## src/rtl/div_result_bcd.sv

```systemverilog
// div_result_bcd
//   Sits behind the 16-bit sequential divider. On the rising edge of the
//   divider's Ready level it captures the quotient and remainder, converts
//   both to packed BCD with a shift-add-3 (double-dabble) engine running one
//   iteration per clock, and then presents both values together with a
//   one-cycle done pulse.
//
//   Ports
//     clk          system clock, rising-edge active
//     rst          asynchronous, active-low reset
//     ready_in     divider Ready level; its rising edge starts a conversion
//     result_in    divider quotient (W bits, unsigned)
//     reminder_in  divider remainder (W bits, unsigned)
//     busy         high while a conversion is running
//     done         one-cycle pulse on the cycle q_bcd/r_bcd take new values
//     q_bcd        packed BCD quotient, digit 0 in bits [3:0]
//     r_bcd        packed BCD remainder, digit 0 in bits [3:0]
module div_result_bcd #(
  parameter int W  = 16,
  parameter int ND = 5
) (
  input  logic            clk,
  input  logic            rst,
  input  logic            ready_in,
  input  logic [W-1:0]    result_in,
  input  logic [W-1:0]    reminder_in,
  output logic            busy,
  output logic            done,
  output logic [4*ND-1:0] q_bcd,
  output logic [4*ND-1:0] r_bcd
);

  localparam int BW = 4 * ND;
  localparam int CW = (W > 1) ? $clog2(W) : 1;

  typedef enum logic [1:0] {
    IDLE   = 2'd0,
    CONV_Q = 2'd1,
    CONV_R = 2'd2
  } state_t;

  state_t          state, state_nx;
  logic            ready_d;
  logic [CW-1:0]   cnt;
  logic [W-1:0]    bin;       // binary operand being shifted out
  logic [W-1:0]    rem_op;    // remainder parked until the quotient is done
  logic [BW-1:0]   acc;       // BCD accumulator
  logic [BW-1:0]   q_hold;    // finished quotient, waiting for the remainder
  logic [BW-1:0]   acc_adj;
  logic [BW-1:0]   acc_nx;
  logic [W-1:0]    bin_nx;
  logic [BW+W-1:0] shifted;
  logic            start;
  logic            last_iter;

  // Only a rising edge of the Ready level counts; a held level starts once.
  assign start     = ready_in & ~ready_d;
  assign last_iter = (cnt == CW'(W - 1));
  assign busy      = (state != IDLE);

  // NOTE: every signal written in an always_comb gets a default first, so no
  // path leaves it unassigned and no latch is inferred.
  always_comb begin
    state_nx = state;
    unique case (state)
      IDLE:    if (start)     state_nx = CONV_Q;
      CONV_Q:  if (last_iter) state_nx = CONV_R;
      CONV_R:  if (last_iter) state_nx = IDLE;
      default:                state_nx = IDLE;
    endcase
  end

  // One double-dabble iteration: add 3 to every digit >= 5, then shift the
  // whole {bcd, binary} pair left by one. For legal W/ND the bit shifted out
  // of the top of the accumulator is always zero.
  always_comb begin
    acc_adj = acc;
    for (int d = 0; d < ND; d++) begin
      if (acc[4*d +: 4] >= 4'd5) acc_adj[4*d +: 4] = acc[4*d +: 4] + 4'd3;
    end
    shifted = {acc_adj, bin} << 1;
    acc_nx  = shifted[BW+W-1:W];
    bin_nx  = shifted[W-1:0];
  end

  // NOTE: sequential state uses non-blocking assignments so every register
  // samples pre-edge values regardless of statement order.
  always_ff @(posedge clk or negedge rst) begin
    if (!rst) begin
      state   <= IDLE;
      ready_d <= 1'b0;
    end else begin
      state   <= state_nx;
      ready_d <= ready_in;   // tracks Ready even while busy
    end
  end

  always_ff @(posedge clk or negedge rst) begin
    if (!rst) begin
      cnt    <= '0;
      bin    <= '0;
      rem_op <= '0;
      acc    <= '0;
      q_hold <= '0;
      q_bcd  <= '0;
      r_bcd  <= '0;
      done   <= 1'b0;
    end else begin
      done <= 1'b0;
      unique case (state)
        IDLE: begin
          // The capture edge is not an iteration.
          if (start) begin
            bin    <= result_in;
            rem_op <= reminder_in;
            acc    <= '0;
            cnt    <= '0;
          end
        end
        CONV_Q: begin
          if (last_iter) begin
            q_hold <= acc_nx;
            acc    <= '0;
            bin    <= rem_op;
            cnt    <= '0;
          end else begin
            acc <= acc_nx;
            bin <= bin_nx;
            cnt <= cnt + 1'b1;
          end
        end
        CONV_R: begin
          if (last_iter) begin
            // Both outputs move together so the display never shows a
            // quotient from one division next to a remainder from another.
            q_bcd <= q_hold;
            r_bcd <= acc_nx;
            done  <= 1'b1;
            cnt   <= '0;
          end else begin
            acc <= acc_nx;
            bin <= bin_nx;
            cnt <= cnt + 1'b1;
          end
        end
        default: ;
      endcase
    end
  end

endmodule
```

## config.mk

```make
export PLATFORM = sky130hd
export DESIGN_NAME = div_result_bcd
export DESIGN_NICKNAME = d
export VERILOG_FILES = /design/src/rtl/div_result_bcd.sv
export SDC_FILE = /design/constraint.sdc
export NUM_CORES = 1
export LEC_CHECK = 0
export CAP_MARGIN = 20
export CORE_MARGIN = 3
export CORE_UTILIZATION = 45
export CTS_CLUSTER_SIZE = 28
export DETAILED_ROUTE_END_ITERATION = 6
export PLACE_DENSITY_LB_ADDON = 0.2
export SETUP_SLACK_MARGIN = 0.15
export SLEW_MARGIN = 0
export SYNTH_ARGS = -nofsm -noshare
export SYNTH_HDL_FRONTEND = slang
export SYNTH_SLANG_ARGS = --single-unit
```

## constraint.sdc

```tcl
create_clock -name clk -period 3.4 [get_ports clk]
set_input_delay 0.34 -clock clk [delete_from_list [all_inputs] [get_ports clk]]
set_output_delay 0.34 -clock clk [all_outputs]
set_load 0.03 [all_outputs]
```

==> key figures <==
Place
  – DP Wirelength: 7720 um
  – GP Congestion: 0.807
  – Port Buffer Count: 76

Synthesis
  – Post-Synth Simple-Gate Area: 13.6%
  – Synth Register Bits: 120
  – Avg Inst Size Synth: 10.6 um2
  – Mux contribution to synthesized area: 10.1%
  – Yosys Warn Count: 0
  – Post-Syn Nets: 570
  – Cells after Synth: 519
  – Post-synth EDFFs: 0
  – Largest family of logic cells by synthesized area: simple AND/OR/NAND/NOR gates
  – Post-synthesis sequential area ratio: 54.8%
  – FFs w/ async S/R, synth: 100%
  – Synth Cell Area: 0.00548 mm2
  – Most used DFF post-synth: dfrtp_1
  – Netlist cell types: 37
  – Xor-xnor portion of the synthesized cell area: 0.800%
  – Synthesized-area fraction occupied by adder cells: 3.66%
  – Synth Area in Compound Gates: 13.0%

Routing
  – Post-DRT Antenna Nets: 0
  – 1st-iter DRT viols: 202
  – Vias/cell: 5.43
  – DR WL/cell: 15.2 um
  – Total wire length: 11300 um
  – Detailed-route via count: 4043
  – DR DRC count: 0
  – DRT Pass-1 Iters: 4

Die
  – CORE AREA: 0.0117 mm2
  – Die height: 116 um
  – Starting Density: 47.0%
  – Total die area: 0.0135 mm2
  – Row cnt: 39
  – I/O pins: 77
  – Die Wd: 116 um

CTS
  – Worst skew pair latency: 0.42 ns
  – Maximum clock insertion buffer count: 2
  – Clock Pin Slew Worst Setup and Hold Paths: 0.06 ns
  – Post-CTS Setup Bufs: 0
  – CTS tree: built
  – Clock Tree Root: clkbuf_16
  – Cts bufs inserted: 17
  – Post-cts repair resize count: 0
  – # H-tree levels: 4
  – Cts hold-fix bufs: 0
  – CTS sink count: 120

Finish
  – Layout cells sized above 1: 15.1%
  – Fin nets: 640
  – Diode count: 0
  – Layout area overhead: 27.1%
  – Fill count: 964
  – Core Util, Final: 59.7%

Power and ir drop
  – Sequential fraction of design power: 38.3%
  – Clock power share: 39.4%
  – Int Power: 3.39 mW
  – Power Density: 693 mW/mm2
  – P_sw: 1.43 mW
  – Peak supply drop: 0.289 mV
  – Leak pwr: 2.97 nW
  – Switching Share: 29.6%
  – Power Total: 4.82 mW
  – Logic pwr share: 22.3%

Worst setup path
  – Worst reg2reg path depth: 5
  – CP Class: register to register
  – Startpoint class of the critical path: register
  – Most frequent CP cell: a221o_1
  – R2R setup slack: 0.80 ns
  – Critical Path Sink Type: register
  – Largest delay share family, worst path: compound AO/OA/AOI/OAI gates
  – Reg2reg end: bin[15]
  – CP max FO: 27
  – Worst path slowest cell: a221o_1
  – Req. time, crit path: 3.70 ns
  – Ordered list of cells on the worst path: inv_1 -> ha_1 -> a221o_1 -> a21oi_1 -> a221o_1
  – CP Data Arrival Time: 2.90 ns
  – Largest stage delay on the critical path: 0.91 ns
  – Crit path buf inv count: 1
  – Reg2reg start: state[0]

Global routing
  – GRT Max-Usage Layer: met2
  – Initial antenna violation count: 0
  – First-pass GRT wire length: 19900 um
  – Vias in the first global route: 4064
  – Largest net degree at the start of global routing: 69
  – Global Route met2 Usage: 29.7%
  – Met3 GRT Util: 4.77%
  – M1 GR Usage: 24.5%
  – Global Route Usage Sum: 18.7%
  – GRT overflow: 0

STA
  – Fmax achieved: 0.384 GHz
  – Final setup viols: 0
  – Final Max Slew Viols: 0
  – Setup_tns: 0 ns
  – Worst slew pin tran: 0.931 ns
  – Clk_skew: 0.00629 ns
  – Crit share post-route: 76.6%
  – Max-Slew Margin vs Limit: 37.9%
  – RSZ-0062 raised after global routing: false
  – Fin. Hold Viols: 0
  – Final min period: 2.60 ns

Worst hold path
  – Worst Hold Class: input pin to asynchronous set/reset pin

Job
  – Max Cap Viol: 0

Run status
  – Status: finished, final reports clean
-- state kept, by name, summed over array words and instances, names as in the netlist --
| register | count |
|---|---|
| q_hold | 20 |
| cnt | 4 |
| rem_op | 16 |
| r_bcd | 20 |
| state | 2 |
| acc | 20 |
| q_bcd | 20 |
| bin | 16 |
| ready_d | 1 |
| done | 1 |
-- power by group through the flow --
stage	registers, mW	clock network (mW)	logic (mW)
floorplan	1.81	0	0.845
global route	1.89	2.01	1.22
detailed placement	1.87	0	1.09
global placement	1.85	0	1.06
finish	1.85	1.90	1.08
CTS	1.85	1.94	1.09
-- area by class of cell --
class                           count  area (um2)  area share, %
Inverter                           18        67.6          0.971
Clock inverter                     11         171           2.46
Sequential cell                   120        3000           43.1
Multi-Input combinational cell    349        2260           32.4
Tap cell                          143         179           2.57
Timing Repair Buffer               83         823           11.8
Clock buffer                       21         460           6.62
-- worst max-delay path by stage --
| stage | from | end | cells past startpoint |
|---|---|---|---|
| after floorplan | cnt[0] | bin[15] | 6 |
| after detailed placement | state[0] | bin[15] | 5 |
| after global routing | state[0] | bin[15] | 5 |
| after CTS | state[0] | bin[15] | 5 |
| final | state[0] | bin[15] | 5 |
| after global placement | state[0] | bin[15] | 5 |
-- synth_stat cells (all sizes together) (3+ instances only) --
cell    instances  share of area, %
clkbuf         17               1.2
xnor2           5              0.80
nand3          30               2.7
nor2            7              0.48
o21ai          79               7.2
nand4           3              0.34
a31oi           5              0.57
o22ai          13               1.5
buf            15               1.6
nand2b          9               1.0
ha             16               3.7
mux2           48               9.9
dfrtp         120                55
nand2          89               6.1
a21boi          4              0.55
and4           13               2.1
a21oi          10              0.91
inv            17               1.2
-- per-stage QoR --
| step | hold WS [ns] | instances | area, um2 | worst slack (ns) |
|---|---|---|---|---|
| global placement | 0.458 | 713 | 6330 | 0.881 |
| detailed placement | 0.466 | 713 | 6330 | 0.775 |
| CTS | 0.0519 | 745 | 6960 | 0.763 |
| finish | 0.0394 | 745 | 6960 | 0.797 |
| global route | 0.0915 | 745 | 6960 | 0.511 |
| floorplan | 0.0444 | 519 | 5480 | 1.54 |
-- per-layer routing --
metal | part of all wire (%) | wire [um] | up-vias
li1 | - | - | 1955
met1 | 47 | 5300 | 1976
met2 | 47 | 5370 | 95
met3 | 4.4 | 500 | 17
met4 | 1.4 | 160 | 0
met5 | 0 | 0 | -
-- placed cells by master (no fill, tap or decap), types with 2 or more instances in the layout --
cell and n:
nor2_1 7, buf_4 7, nand3_1 30, a21oi_1 10
clkbuf_1 2, dfrtp_1 120, nor2b_1 2, inv_1 17
a21o_1 2, o21ai_1 2, clkbuf_8 2, clkbuf_16 17
ha_1 16, o22ai_1 13, a22o_1 2, a221o_1 2
a31oi_1 5, nand4_1 3, bufinv_16 4, a21boi_0 4
nand2b_1 9, clkdlybuf4s50_1 75, clkinvlp_4 5, and2_1 2
nand2_2 2, nand2_1 87, xnor2_1 5, mux2_2 48
and4_1 13, o21ai_0 77
-- cells by family after synthesis --
family,after synthesis
xor+xnor,5
simple gates,157
flops,120
fa+ha+maj,16
compound gates,122
mux,49
buf+inv,50
Note: power is estimated with default switching activity, not from simulation.
